===== src/rtl/wide_add_seq_pkg.sv =====
// Shared types and helpers for the wide_add_seq sequencer.
package wide_add_pkg;

  localparam int unsigned SLICE_W = 16;

  typedef enum logic [1:0] {
    IDLE = 2'd0,
    RUN  = 2'd1,
    DONE = 2'd2
  } state_t;

  // Slice index width: ceil(log2(width/SLICE_W)), never below 1.
  function automatic int unsigned idx_width(input int unsigned width);
    int unsigned n;
    int unsigned w;
    n = width / SLICE_W;
    w = 1;
    while ((32'd1 << w) < n) w = w + 1;
    return w;
  endfunction

endpackage


===== src/rtl/wide_add_seq_if.sv =====
// Requester-side bus of wide_add_seq; the sub signal exists only with WIDE_ADD_SUB_EN.
interface wide_add_seq_if #(
  parameter int unsigned WIDTH = 64
);
  logic             start;
  logic [WIDTH-1:0] a;
  logic [WIDTH-1:0] b;
  logic             cin;
`ifdef WIDE_ADD_SUB_EN
  logic             sub;
`endif
  logic             busy;
  logic             done;
  logic [WIDTH-1:0] sum;
  logic             cout;
  logic             ovf;

  modport master (
    output start, a, b, cin,
`ifdef WIDE_ADD_SUB_EN
    output sub,
`endif
    input  busy, done, sum, cout, ovf
  );

  modport slave (
    input  start, a, b, cin,
`ifdef WIDE_ADD_SUB_EN
    input  sub,
`endif
    output busy, done, sum, cout, ovf
  );
endinterface


===== src/rtl/add16_slice.sv =====
// Combinational 16-bit carry-lookahead adder built from four 4-bit lookahead groups.
module add16_slice (
  input  logic [15:0] a,
  input  logic [15:0] b,
  input  logic        cin,
  output logic [15:0] sum,
  output logic        cout
);

  logic [15:0] g;
  logic [15:0] p;
  logic [15:0] c;
  logic [3:0]  gg;
  logic [3:0]  gp;
  logic [4:0]  gc;

  always_comb begin
    g  = a & b;
    p  = a ^ b;
    gg = '0;
    gp = '0;
    gc = '0;
    c  = '0;
    for (int unsigned k = 0; k < 4; k++) begin
      gg[k] = g[4*k+3]
            | (p[4*k+3] & g[4*k+2])
            | (p[4*k+3] & p[4*k+2] & g[4*k+1])
            | (p[4*k+3] & p[4*k+2] & p[4*k+1] & g[4*k]);
      gp[k] = &p[4*k +: 4];
    end
    // Second-level lookahead across the four groups, expanded from cin.
    gc[0] = cin;
    gc[1] = gg[0] | (gp[0] & cin);
    gc[2] = gg[1] | (gp[1] & gg[0]) | (gp[1] & gp[0] & cin);
    gc[3] = gg[2] | (gp[2] & gg[1]) | (gp[2] & gp[1] & gg[0])
          | (gp[2] & gp[1] & gp[0] & cin);
    gc[4] = gg[3] | (gp[3] & gg[2]) | (gp[3] & gp[2] & gg[1])
          | (gp[3] & gp[2] & gp[1] & gg[0]) | (gp[3] & gp[2] & gp[1] & gp[0] & cin);
    for (int unsigned k = 0; k < 4; k++) begin
      c[4*k]   = gc[k];
      c[4*k+1] = g[4*k] | (p[4*k] & gc[k]);
      c[4*k+2] = g[4*k+1] | (p[4*k+1] & g[4*k]) | (p[4*k+1] & p[4*k] & gc[k]);
      c[4*k+3] = g[4*k+2] | (p[4*k+2] & g[4*k+1]) | (p[4*k+2] & p[4*k+1] & g[4*k])
               | (p[4*k+2] & p[4*k+1] & p[4*k] & gc[k]);
    end
    sum  = p ^ c;
    cout = gc[4];
  end

endmodule


===== src/rtl/wide_add_seq.sv =====
// WIDTH-bit adder sequencing one shared 16-bit CLA slice per cycle, LSB slice first.
// Optional subtract support via WIDE_ADD_SUB_EN.
module wide_add_seq
  import wide_add_pkg::*;
#(
  parameter int unsigned WIDTH = 64
) (
  input  logic         clk,
  input  logic         rst_n,
  wide_add_seq_if.slave bus
);

  localparam int unsigned NSLICE = WIDTH / SLICE_W;
  localparam int unsigned IDXW   = idx_width(WIDTH);
  localparam logic [IDXW-1:0] LAST = IDXW'(NSLICE - 1);

  state_t             state;
  logic [WIDTH-1:0]   a_r;
  logic [WIDTH-1:0]   b_r;
  logic [WIDTH-1:0]   sum_r;
  logic               carry_r;
  logic               cout_r;
  logic               ovf_r;
  logic [IDXW-1:0]    idx;

  logic [WIDTH-1:0]   b_eff;
  logic               c_eff;
  logic [SLICE_W-1:0] sl_a;
  logic [SLICE_W-1:0] sl_b;
  logic [SLICE_W-1:0] sl_sum;
  logic               sl_cout;

`ifdef WIDE_ADD_SUB_EN
  // Subtract as a + ~b + 1; cout then reads as "no borrow".
  assign b_eff = bus.sub ? ~bus.b : bus.b;
  assign c_eff = bus.sub | bus.cin;
`else
  assign b_eff = bus.b;
  assign c_eff = bus.cin;
`endif

  assign sl_a = a_r[idx*SLICE_W +: SLICE_W];
  assign sl_b = b_r[idx*SLICE_W +: SLICE_W];

  add16_slice u_slice (
    .a    (sl_a),
    .b    (sl_b),
    .cin  (carry_r),
    .sum  (sl_sum),
    .cout (sl_cout)
  );

  always_ff @(posedge clk) begin
    if (!rst_n) begin
      state   <= IDLE;
      a_r     <= '0;
      b_r     <= '0;
      sum_r   <= '0;
      carry_r <= 1'b0;
      cout_r  <= 1'b0;
      ovf_r   <= 1'b0;
      idx     <= '0;
    end else begin
      case (state)
        IDLE, DONE: begin
          if (bus.start) begin
            a_r     <= bus.a;
            b_r     <= b_eff;
            carry_r <= c_eff;
            idx     <= '0;
            state   <= RUN;
          end else begin
            state <= IDLE;
          end
        end
        RUN: begin
          sum_r[idx*SLICE_W +: SLICE_W] <= sl_sum;
          carry_r <= sl_cout;
          if (idx == LAST) begin
            cout_r <= sl_cout;
            ovf_r  <= (a_r[WIDTH-1] == b_r[WIDTH-1]) && (sl_sum[SLICE_W-1] != a_r[WIDTH-1]);
            state  <= DONE;
          end else begin
            idx <= idx + 1'b1;
          end
        end
        default: state <= IDLE;
      endcase
    end
  end

  assign bus.busy = (state == RUN);
  assign bus.done = (state == DONE);
  assign bus.sum  = sum_r;
  assign bus.cout = cout_r;
  assign bus.ovf  = ovf_r;

endmodule


===== src/flat_wrapper.sv =====
// flat-port wrapper written by rule: the top's interface ports become plain ports
module wide_add_seq_flat import wide_add_pkg::*;
#(
  parameter int unsigned WIDTH = 64
)
  (clk, rst_n, bus_start, bus_a, bus_b, bus_cin, bus_busy, bus_done, bus_sum, bus_cout, bus_ovf);
  wide_add_seq_if #(.WIDTH(WIDTH)) bus_i ();
  input  logic clk;
  input  logic rst_n;
  input wire logic [$bits(bus_i.start)-1:0] bus_start;
  input wire logic [$bits(bus_i.a)-1:0] bus_a;
  input wire logic [$bits(bus_i.b)-1:0] bus_b;
  input wire logic [$bits(bus_i.cin)-1:0] bus_cin;
  output wire logic [$bits(bus_i.busy)-1:0] bus_busy;
  output wire logic [$bits(bus_i.done)-1:0] bus_done;
  output wire logic [$bits(bus_i.sum)-1:0] bus_sum;
  output wire logic [$bits(bus_i.cout)-1:0] bus_cout;
  output wire logic [$bits(bus_i.ovf)-1:0] bus_ovf;
  assign bus_i.start = bus_start;
  assign bus_i.a = bus_a;
  assign bus_i.b = bus_b;
  assign bus_i.cin = bus_cin;
  assign bus_busy = bus_i.busy;
  assign bus_done = bus_i.done;
  assign bus_sum = bus_i.sum;
  assign bus_cout = bus_i.cout;
  assign bus_ovf = bus_i.ovf;
  wide_add_seq #(.WIDTH(WIDTH)) u_core (.clk(clk), .rst_n(rst_n), .bus(bus_i));
endmodule

===== config.mk =====
export PLATFORM = sky130hd
export DESIGN_NAME = wide_add_seq_flat
export DESIGN_NICKNAME = d
export VERILOG_FILES = /design/src/rtl/wide_add_seq_pkg.sv /design/src/rtl/wide_add_seq_if.sv /design/src/rtl/add16_slice.sv /design/src/rtl/wide_add_seq.sv /design/src/flat_wrapper.sv
export SDC_FILE = /design/constraint.sdc
export NUM_CORES = 1
export LEC_CHECK = 0
export BUFFER_PORTS_ARGS = -buffer_cell sky130_fd_sc_hd__buf_2
export CORE_AREA = 2 2 222 115
export CTS_BUF_LIST = sky130_fd_sc_hd__clkbuf_16
export DETAILED_ROUTE_END_ITERATION = 7
export DIE_AREA = 0 0 224 117
export GPL_TIMING_DRIVEN = 0
export PLACE_DENSITY = 0.53
export RECOVER_POWER = 50
export SKIP_LAST_GASP = 1
export SLEW_MARGIN = 10
export SYNTH_ARGS = -nofsm -noshare
export SYNTH_HDL_FRONTEND = slang
export SYNTH_SLANG_ARGS = --single-unit

===== constraint.sdc =====
create_clock -name clk -period 4.4 [get_ports clk]
set_input_delay 0.22 -clock clk [delete_from_list [all_inputs] [get_ports clk]]
set_output_delay 0.22 -clock clk [all_outputs]
set_load 0.1 [all_outputs]

==> results.tsv, run 1 <==
stage	metric	value	unit
timing	fmax	243	MHz
clock_tree	CTS clock-pin slew for the worst setup and hold paths	70	ps
cells_and_area	Nets	1402	
synthesis	Synth Register Bits	199	
die	IO Count	200	
die	Rows	41	
route	wire length per cell	19.1	µm
cells_and_area	Layout area overhead	29.4	%
power	Clk network pwr share	35.7	%
critical_path	CP arrival	4510	ps
timing	Slew Limit Fails	0	
route	met3 WL	2350	µm
synthesis	warnings from Yosys	0	
timing	fin worst setup slack	279	ps
global_route	initial antenna violation count	0	
route	initial DRC count	734	
route	DR top layer	met4	
timing	Max-slew headroom	16.4	%
timing	fin crit share	93.7	%
synthesis	Synth Net Count	1123	
global_route	gr ovfl total	0	
global_route	largest net degree at the start of global routing	17	
synthesis	syn_area_per_cell	8.69	µm²
die	DIE WIDTH	224	µm
run	Max-Cap Viols	0	
power	Pint	2.88	mW
power	power share of the sequential group	47.4	%
synthesis	Post-synth top flop	dfxtp_1	
clock_tree	clk sinks	199	
critical_path	critical path startpoint category	flip-flop	
status	outcome	completed	
synthesis	EDFF count, synth	0	
place	IO Port Bufs	198	
clock_tree	worst-skew pair later-pin latency	460	ps
timing	clk_skew	8.76	ps
clock_tree	CTS H-tree lvls	4	
cells_and_area	share of cells above drive strength 1	16.3	%
die	starting density of the core	34.3	%
critical_path	WS Path Type	flip-flop to flip-flop	
cells_and_area	commonest cells after routing, fill and taps aside	274 x nand2_1, 199 x dfxtp_1, 145 x a21oi_1, 138 x buf_2, 119 x clkbuf_1	
route	met2 WL post-DR	12000	µm
synthesis	area leader, netlist	dfxtp_1	
synthesis	Cells after Synth	965	
die	core area	24500	µm²
cells_and_area	commonest non-fill, non-tap cell in the layout	nand2_1	
global_route	GR Util All Layers	23.5	%
clock_tree	clock buffer depth	2	
route	detailed-route DRC error count	0	
critical_path	R2R depth	13	
timing	setup repair after global routing missed its margin	no	
route	drt pass-1 iters	5	
synthesis	Synth Cell Area	8380	µm²
power	Psw	1.19	mW
place	gp weighted congestion	0.862	
critical_path	CP endpoint kind	flip-flop	
power	Lkg Pwr	4.26	nW
timing	Slew @ Worst Pin	1260	ps
route	M1 WL	15600	µm
synthesis	Async S/R FF share, synth	0	%
global_route	first-pass GRT wire length	44900	µm
timing	Final setup viols	0	
route	overall routed net length	30200	µm
synthesis	top cells by area, synth	dfxtp_1 48%, nand2_1 12%, a21oi_1 8.7%, mux4_2 8.6%, a22oi_1 3.9%	
power	Logic pwr share	16.9	%
die	die area	26200	µm²
route	vias per inst	5.05	
timing	Period minus WS final	4120	ps
critical_path	worst-path maximum fanout	10	
die	die height	117	µm
synthesis	Seq/Total Area, Yosys	47.5	%
cells_and_area	Filler Cell Count	2510	
clock_tree	TritonCTS Buffers	17	
place	Setup WS pre-CTS	-98.3	ps
synthesis	Unique masters post-synth	47	
timing	Min Hold Slack	16.1	ps
power	cell area power density	376	nW/µm²
worst_hold_path	WHS Path Cells	3	
critical_path	Worst Path Required	4790	ps
clock_tree	CTS tree	yes	
synthesis	Synth top area share	47.5	%
global_route	vias in the first global route	7633	
timing	final hold violation count	0	
cells_and_area	diode count	0	
place	Final HPWL DP	23100	µm
clock_tree	root buf cell	clkbuf_16	
clock_tree	Post-CTS Setup Bufs	0	
route	Final ANT Viol Nets	0	
power	VDD IR max	0.000258	V
power	switch share	29.3	%
worst_hold_path	Hold Crit Class	input pin to flip-flop	
route	DR vias	7967	
-- cells in the mapped netlist, drive strengths merged, types with 6 or more instances --
| master | number |
|---|---|
| nand3 | 18 |
| o21ai | 20 |
| clkbuf | 51 |
| and2 | 6 |
| a22oi | 44 |
| dfxtp | 199 |
| o21a | 6 |
| nand2 | 274 |
| inv | 15 |
| ha | 22 |
| mux4 | 32 |
| a21oi | 146 |
| buf | 17 |
| nor2 | 56 |
-- sequential cells by signal, indices dropped and copies added (netlist names) --
| name | count |
|---|---|
| u_core.bus.sum | 64 |
| u_core.state | 2 |
| u_core.bus.cout | 1 |
| u_core.carry_r | 1 |
| u_core.a_r | 64 |
| u_core.idx | 2 |
| u_core.bus.ovf | 1 |
| u_core.b_r | 64 |
-- power by group through the flow --
stage	Sequential (mW)	Clock (mW)	Combinational (mW)
after detailed placement	1.97	0	0.637
after floorplan	2.00	0	0.349
after global routing	1.94	1.55	0.747
after global placement	1.97	0	0.633
after CTS	1.93	1.48	0.683
final	1.93	1.46	0.689
-- per-stage QoR --
stage	power [mW]	area [µm²]	TNS, ps	instances	utilization (%)
after floorplan	2.35	8380	0	965	-
after global placement	2.60	9780	-280	1485	39.9
after detailed placement	2.61	9780	-328	1485	39.9
after CTS	4.09	10900	0	1578	44.6
after global routing	4.23	10800	0	1578	44.3
final	4.08	10800	0	1578	44.3
-- repair_timing --
item	in CTS	in global routing
resized for setup	1	5
endpoints found under the hold margin	62	0
hold buffers	62	0
setup endpoints to repair	4	14
-- cell families after synthesis --
logic type | share of synthesized area (%)
and+or+nand+nor | 18.0
AOI/OAI and AO/OA | 16.7
DFF | 47.5
buffers and inverters | 3.87
muxes | 8.72
adders and majority gates | 4.24
xor gates and xnor gates | 0.940
-- per-layer routing --
layer,GRT usage (%),vias to the layer above
li1,-,3876
met1,35.0,3808
met2,33.5,260
met3,6.17,23
met4,6.13,0
met5,0,-
-- worst paths after layout --
kind	startpoint	to	slack, ps
setup reg to reg	u_core.idx[0]	u_core.bus.sum[41]	280
hold reg to reg	u_core.a_r[52]	u_core.a_r[52]	450
setup / recovery	u_core.idx[0]	u_core.bus.sum[41]	280
hold / removal	bus_b[18]	u_core.b_r[18]	20
-- area by class of cell --
| class | instances | area [µm²] | share of cell area [%] |
|---|---|---|---|
| repair buffers | 260 | 1530 | 14.1 |
| inverters | 15 | 56.3 | 0.519 |
| clock buffers | 17 | 425 | 3.92 |
| plain buffers | 68 | 274 | 2.53 |
| clock inverters | 14 | 96.3 | 0.888 |
| well taps | 322 | 403 | 3.71 |
| flip-flops and latches | 199 | 3980 | 36.7 |
| multi-input cells | 683 | 4080 | 37.6 |
-- critical path: stages (launching register included) --
cell	delay, ps
dfxtp_1	440
clkbuf_4	320
clkbuf_4	330
buf_2	330
mux4_2	440
ha_1	380
a21oi_1	230
o21ai_2	120
a21oi_1	290
inv_1	100
fa_1	420
xor2_2	400
a22oi_1	120
nor2_1	120
Note: power is estimated with default switching activity, not from simulation.
==> run 2: changes to the inputs <==
--- a/config.mk
+++ b/config.mk
@@ -11,7 +11,7 @@
 export DETAILED_ROUTE_END_ITERATION = 7
 export DIE_AREA = 0 0 224 117
 export GPL_TIMING_DRIVEN = 0
-export PLACE_DENSITY = 0.53
+export PLACE_DENSITY = 0.68
 export RECOVER_POWER = 50
 export SKIP_LAST_GASP = 1
 export SLEW_MARGIN = 10
==> results.tsv, run 2 (synthesized netlist as in run 1, its figures left out) <==
stage	metric	value	unit	change
clock_tree	clock buffer depth	2		unchanged
die	core area	24500	µm²	unchanged
timing	setup repair after global routing missed its margin	no		
power	cell area power density	398	nW/µm²	+5.8%
timing	Max-slew headroom	15.6	%	-0.82 points
power	switch share	30.0	%	+0.75 points
route	overall routed net length	28600	µm	-5.3%
route	initial DRC count	870		+19%
power	VDD IR max	0.000210	V	-19%
route	detailed-route DRC error count	0		unchanged
cells_and_area	FF/Latch Area	3980	µm²	unchanged
die	die height	117	µm	unchanged
route	wire length per cell	18.7	µm	-2.1%
cells_and_area	share of cells above drive strength 1	17.4	%	+1.1 points
die	Rows	41		unchanged
die	DIE WIDTH	224	µm	unchanged
critical_path	worst path cell trace	clkbuf_4 -> clkbuf_4 -> buf_2 -> mux4_2 -> ha_1 -> a21oi_1 -> o21ai_2 -> a21oi_1 -> inv_1 -> fa_1 -> xor2_2 -> a22oi_1 -> nor2_1		
power	Clk network pwr share	37.6	%	+1.9 points
power	Logic pwr share	15.7	%	-1.2 points
cells_and_area	Filler Cell Count	2488		-0.88%
power	Psw	1.24	mW	+3.9%
timing	Period minus WS final	4110	ps	-12.0 ps
worst_hold_path	Hold Crit Class	input pin to flip-flop		
critical_path	worst-path maximum fanout	10		unchanged
route	drt pass-1 iters	6		+1
cells_and_area	commonest non-fill, non-tap cell in the layout	nand2_1		
die	starting density of the core	34.3	%	unchanged
power	power share of the sequential group	46.7	%	-0.7 points
global_route	gr busiest metal	met1		
global_route	first-pass GRT wire length	42200	µm	-6.1%
clock_tree	CTS H-tree lvls	4		unchanged
power	Pint	2.89	mW	+0.19%
timing	clk_skew	11.3	ps	+2.58 ps
global_route	largest net degree at the start of global routing	19		+2
clock_tree	TritonCTS Buffers	17		unchanged
critical_path	slowest CP cell	dfxtp_1		
critical_path	CP endpoint kind	flip-flop		
route	Final ANT Viol Nets	0		unchanged
status	outcome	completed		
route	vias per inst	5.16		+2.3%
cells_and_area	diode count	0		unchanged
cells_and_area	Layout area overhead	23.9	%	
critical_path	CP arrival	4480	ps	-30 ps
place	gp weighted congestion	0.881		+2.1%
clock_tree	clk sinks	199		unchanged
clock_tree	CTS tree	yes		
timing	Final setup viols	0		unchanged
global_route	met1 global-route usage	33.4	%	-1.6 points
global_route	vias in the first global route	7224		-5.4%
cells_and_area	multi-input logic area	4080	µm²	unchanged
timing	fin worst setup slack	291	ps	+12.0 ps
clock_tree	worst-skew pair later-pin latency	440	ps	-20 ps
critical_path	Worst Path Required	4780	ps	about the same
global_route	grt met2 use	31.2	%	-2.3 points
timing	Slew @ Worst Pin	1270	ps	+12.3 ps
place	Final HPWL DP	22600	µm	-2.0%
cells_and_area	commonest cells after routing, fill and taps aside	274 x nand2_1, 199 x dfxtp_1, 145 x a21oi_1, 138 x buf_2, 119 x clkbuf_1		
clock_tree	Post-CTS Setup Bufs	0		unchanged
critical_path	WS Path Type	flip-flop to flip-flop		
die	IO Count	200		unchanged
place	IO Port Bufs	198		unchanged
route	DR vias	7889		-0.98%
critical_path	Max stage delay on crit path	450	ps	about the same
global_route	gr ovfl total	0		unchanged
timing	fin crit share	93.4	%	-0.27 points
global_route	GR Util All Layers	22.0	%	-1.6 points
timing	final hold violation count	0		unchanged
global_route	GR Util met3	5.57	%	-0.60 points
timing	Slew Limit Fails	0		unchanged
cells_and_area	Design Area, Final	10400	µm²	-4.2%
run	Max-Cap Viols	0		unchanged
global_route	initial antenna violation count	0		unchanged
place	Setup WS pre-CTS	-91.8	ps	+6.56 ps
die	die area	26200	µm²	unchanged
clock_tree	root buf cell	clkbuf_16		
clock_tree	CTS clock-pin slew for the worst setup and hold paths	80	ps	about the same
power	Lkg Pwr	4.05	nW	-4.8%
place	DP Area	9780	µm²	unchanged
critical_path	critical path startpoint category	flip-flop		
cells_and_area	Nets	1351		-3.6%
timing	fmax	243	MHz	+0.29%
-- run 2: cell count changes in the layout (fill, tap and decap cells not counted), moves of 2 or more --
cell           change
clkinv_4           +4
dlygate4sd3_1     -51
clkinv_1           -2
clkinv_2           -3
inv_8              +3
inv_1              -2
-- run 2: layout make-up --
class,instances,area share (%)
plain buffers,68,2.64
clock buffers,17,4.10
clock inverters,15,1.42
inverters,15,0.542
multi-input cells,683,39.3
flip-flops and latches,199,38.4
well taps,322,3.88
repair buffers,209,9.78
-- run 2: timing repair --
item                                   in CTS  in global routing
endpoints found under the hold margin      11                  0
pin swaps                                   0                  0
setup endpoints to repair                   4                  5
gates resized for setup                     1                  5
hold buffers                               11                  0
-- run 2: path summary, 6_finish.rpt --
path                             end  cells past startpoint  slack [ps]          startpoint
setup / recovery  u_core.bus.sum[41]                     13         290       u_core.idx[0]
hold / removal        u_core.a_r[45]                      3          10           bus_a[45]
setup reg to reg  u_core.bus.sum[41]                     13         290       u_core.idx[0]
hold reg to reg   u_core.bus.sum[11]                      2         460  u_core.bus.sum[11]
-- run 2: stage by stage --
step                      cells  TNS (ps)  util, %  hold WS [ps]  total power [mW]
after floorplan             965         0        -           356              2.35
after global placement     1485      -128     39.9           437              2.59
after detailed placement   1485      -358     39.9           446              2.60
after CTS                  1528         0     42.7        0.0380              4.14
after global routing       1528         0     42.5          1.40              4.29
final                      1528         0     42.5          13.4              4.13
-- run 2: critical path: cells and delay by family (launching register included) --
kind | cells | cell delay, ps
AO/OA/AOI/OAI | 4 | 790
XOR/XNOR | 1 | 400
adder cells (fa/ha/maj) | 2 | 780
buffers and inverters | 4 | 1080
flip-flops | 1 | 450
multiplexers | 1 | 420
AND/OR/NAND/NOR | 1 | 110
-- run 2: power by group through the flow --
stage          registers, mW  clock network, mW  logic, mW
2_1_floorplan           2.00                  0      0.349
6_report                1.93               1.55      0.647
3_3_place_gp            1.97                  0      0.623
5_1_grt                 1.94               1.65      0.701
3_5_place_dp            1.97                  0      0.632
4_1_cts                 1.93               1.57      0.643
-- run 2: routing by layer --
layer / vias to the layer above / wire length (µm)
met4: 0 / 190
met5: - / 0
met3: 17 / 2700
met1: 3778 / 14100
li1: 3765 / -
met2: 329 / 11700
==> run 3: changes to the inputs <==
--- a/config.mk
+++ b/config.mk
@@ -6,12 +6,14 @@
 export NUM_CORES = 1
 export LEC_CHECK = 0
 export BUFFER_PORTS_ARGS = -buffer_cell sky130_fd_sc_hd__buf_2
+export CELL_PAD_IN_SITES_DETAIL_PLACEMENT = 1
+export CELL_PAD_IN_SITES_GLOBAL_PLACEMENT = 1
 export CORE_AREA = 2 2 222 115
 export CTS_BUF_LIST = sky130_fd_sc_hd__clkbuf_16
 export DETAILED_ROUTE_END_ITERATION = 7
 export DIE_AREA = 0 0 224 117
 export GPL_TIMING_DRIVEN = 0
-export PLACE_DENSITY = 0.68
+export PLACE_DENSITY = 0.83
 export RECOVER_POWER = 50
 export SKIP_LAST_GASP = 1
 export SLEW_MARGIN = 10
==> results.tsv, run 3 (synthesized netlist as in run 1, its figures left out) <==
stage	metric	value	unit	change
status	outcome	completed		
clock_tree	clk sinks	199		unchanged
critical_path	slowest CP cell	mux4_2		
global_route	initial antenna violation count	2		+2
die	core area	24500	µm²	unchanged
die	Rows	41		unchanged
route	vias per inst	5.27		+2.0%
timing	Setup TNS	0	ps	unchanged
clock_tree	CTS H-tree lvls	4		unchanged
critical_path	worst path cell trace	clkbuf_4 -> buf_2 -> mux4_2 -> ha_1 -> a21oi_1 -> o21ai_2 -> a21oi_1 -> inv_1 -> fa_1 -> xor2_2 -> a22oi_1 -> nor2_1		
cells_and_area	Nets	1356		+0.37%
cells_and_area	commonest cells after routing, fill and taps aside	274 x nand2_1, 199 x dfxtp_1, 145 x a21oi_1, 138 x buf_2, 119 x clkbuf_1		
timing	final hold violation count	0		unchanged
timing	Max-slew headroom	13.9	%	-1.7 points
critical_path	worst-path maximum fanout	10		unchanged
clock_tree	root buf cell	clkbuf_16		
place	placed cell count	1485		unchanged
critical_path	CP dominant cell by count	a21oi_1		
critical_path	Max stage delay on crit path	660	ps	+210 ps
timing	Slew Limit Fails	0		unchanged
timing	Period minus WS final	4190	ps	+82.6 ps
cells_and_area	multi-input logic area	4080	µm²	unchanged
worst_hold_path	Hold Crit Class	input pin to flip-flop		
die	die height	117	µm	unchanged
die	DIE WIDTH	224	µm	unchanged
timing	Min Hold Slack	11.3	ps	-2.12 ps
cells_and_area	Layout area overhead	24.5	%	
timing	Final setup viols	0		unchanged
route	DR vias	8080		+2.4%
worst_hold_path	WHS Path Cells	3		unchanged
global_route	GR Util All Layers	24.6	%	+2.6 points
timing	Slew @ Worst Pin	1300	ps	+26.2 ps
cells_and_area	share of cells above drive strength 1	17.2	%	-0.22 points
die	starting density of the core	34.3	%	unchanged
cells_and_area	Final Util	42.6	%	+0.18 points
clock_tree	CTS clock-pin slew for the worst setup and hold paths	70	ps	about the same
critical_path	critical path startpoint category	flip-flop		
global_route	vias in the first global route	8200		+14%
place	IO Port Bufs	198		unchanged
clock_tree	clock buffer depth	2		unchanged
clock_tree	TritonCTS Buffers	17		unchanged
clock_tree	worst-skew pair later-pin latency	450	ps	about the same
critical_path	WS Path Type	flip-flop to flip-flop		
critical_path	Worst Path Required	4780	ps	about the same
power	VDD IR max	0.000243	V	+16%
cells_and_area	commonest non-fill, non-tap cell in the layout	nand2_1		
cells_and_area	Design Area, Final	10400	µm²	+0.43%
global_route	gr ovfl total	0		unchanged
timing	clk_skew	11.0	ps	-0.306 ps
clock_tree	CTS tree	yes		
route	wire length per cell	20.6	µm	+10%
global_route	largest net degree at the start of global routing	17		-2
run	Max-Cap Viols	0		unchanged
power	Lkg Pwr	4.07	nW	+0.35%
global_route	first-pass GRT wire length	47700	µm	+13%
route	detailed-route DRC error count	0		unchanged
timing	fin crit share	95.3	%	+1.9 points
place	Final HPWL DP	24700	µm	+9.0%
critical_path	CP endpoint kind	flip-flop		
place	DP Area	9780	µm²	unchanged
die	IO Count	200		unchanged
critical_path	CP arrival	4570	ps	+90 ps
route	initial DRC count	567		-35%
critical_path	R2R depth	12		-1
place	gp weighted congestion	0.886		+0.66%
cells_and_area	FF/Latch Area	3980	µm²	unchanged
timing	fmax	239	MHz	-2.0%
die	die area	26200	µm²	unchanged
cells_and_area	Non-Filler Instances	1534		+0.39%
route	overall routed net length	31700	µm	+11%
route	drt pass-1 iters	5		-1
power	cell area power density	397	nW/µm²	about the same
clock_tree	Post-CTS Setup Bufs	0		unchanged
cells_and_area	Filler Cell Count	2986		+20%
route	Final ANT Viol Nets	0		unchanged
==> run 3: cell types whose count changed in the layout (fill, tap and decap cells not counted) <==
cell           previous run  this run
inv_6                     2         1
clkinv_1                  1         2
diode_2                   0         2
dlygate4sd3_1            11        16
clkinv_4                  5         3
inv_2                     1         2
clkinv_2                  0         1
bufinv_16                 1         2
inv_8                     3         0
clkinvlp_4                2         3
==> run 3: worst max-delay path, delay by kind of cell (launching register included) <==
kind / cells / cell delay (ps)
muxes: 1 / 660
buffers and inverters: 3 / 860
xor gates and xnor gates: 1 / 410
AOI/OAI and AO/OA: 4 / 830
and+or+nand+nor: 1 / 110
adders and majority gates: 2 / 800
DFF: 1 / 440
==> run 3: final cells by class <==
class                   count  area share, %
well taps                 322           3.86
diodes                      2         0.0480
inverters                  15          0.540
clock inverters            14           1.32
multi-input cells         683           39.1
repair buffers            214           10.2
flip-flops and latches    199           38.2
plain buffers              68           2.63
clock buffers              17           4.08
==> run 3: layer usage <==
metal  track usage (%)  wire [µm]  vias up
met5                 0          0        -
met3              4.77       1690       33
li1                  -          -     3775
met1              35.4      15800     4033
met4              6.84        558        0
met2              37.8      13700      239
==> run 3: metrics by stage <==
| step | total power [mW] | worst slack, ps |
|---|---|---|
| after floorplan | 2.35 | 1010 |
| after global routing | 4.31 | -2.66 |
| after CTS | 4.15 | 83.4 |
| after global placement | 2.59 | -61.0 |
| after detailed placement | 2.61 | -232 |
| final | 4.14 | 209 |
==> run 3: path summary, 6_finish.rpt <==
kind	startpoint	endpoint	slack, ps
worst max-delay path	u_core.idx[0]	u_core.bus.sum[25]	210
worst min-delay path	bus_a[29]	u_core.a_r[29]	10
worst max register to register	u_core.idx[0]	u_core.bus.sum[25]	210
worst min register to register	u_core.b_r[41]	u_core.b_r[41]	460
==> run 3: what timing repair did <==
item | CTS | global route
hold endpoints to repair | 16 | 0
gates resized for setup | 2 | 4
hold buffers | 16 | 0
gates cloned | 0 | 0
setup endpoints to repair | 8 | 14
==> run 3: where the power goes <==
group          total, mW  switching (mW)  internal [mW]
Combinational      0.664           0.448          0.216
Sequential          1.93          0.0524           1.88
Clock               1.55           0.717          0.829
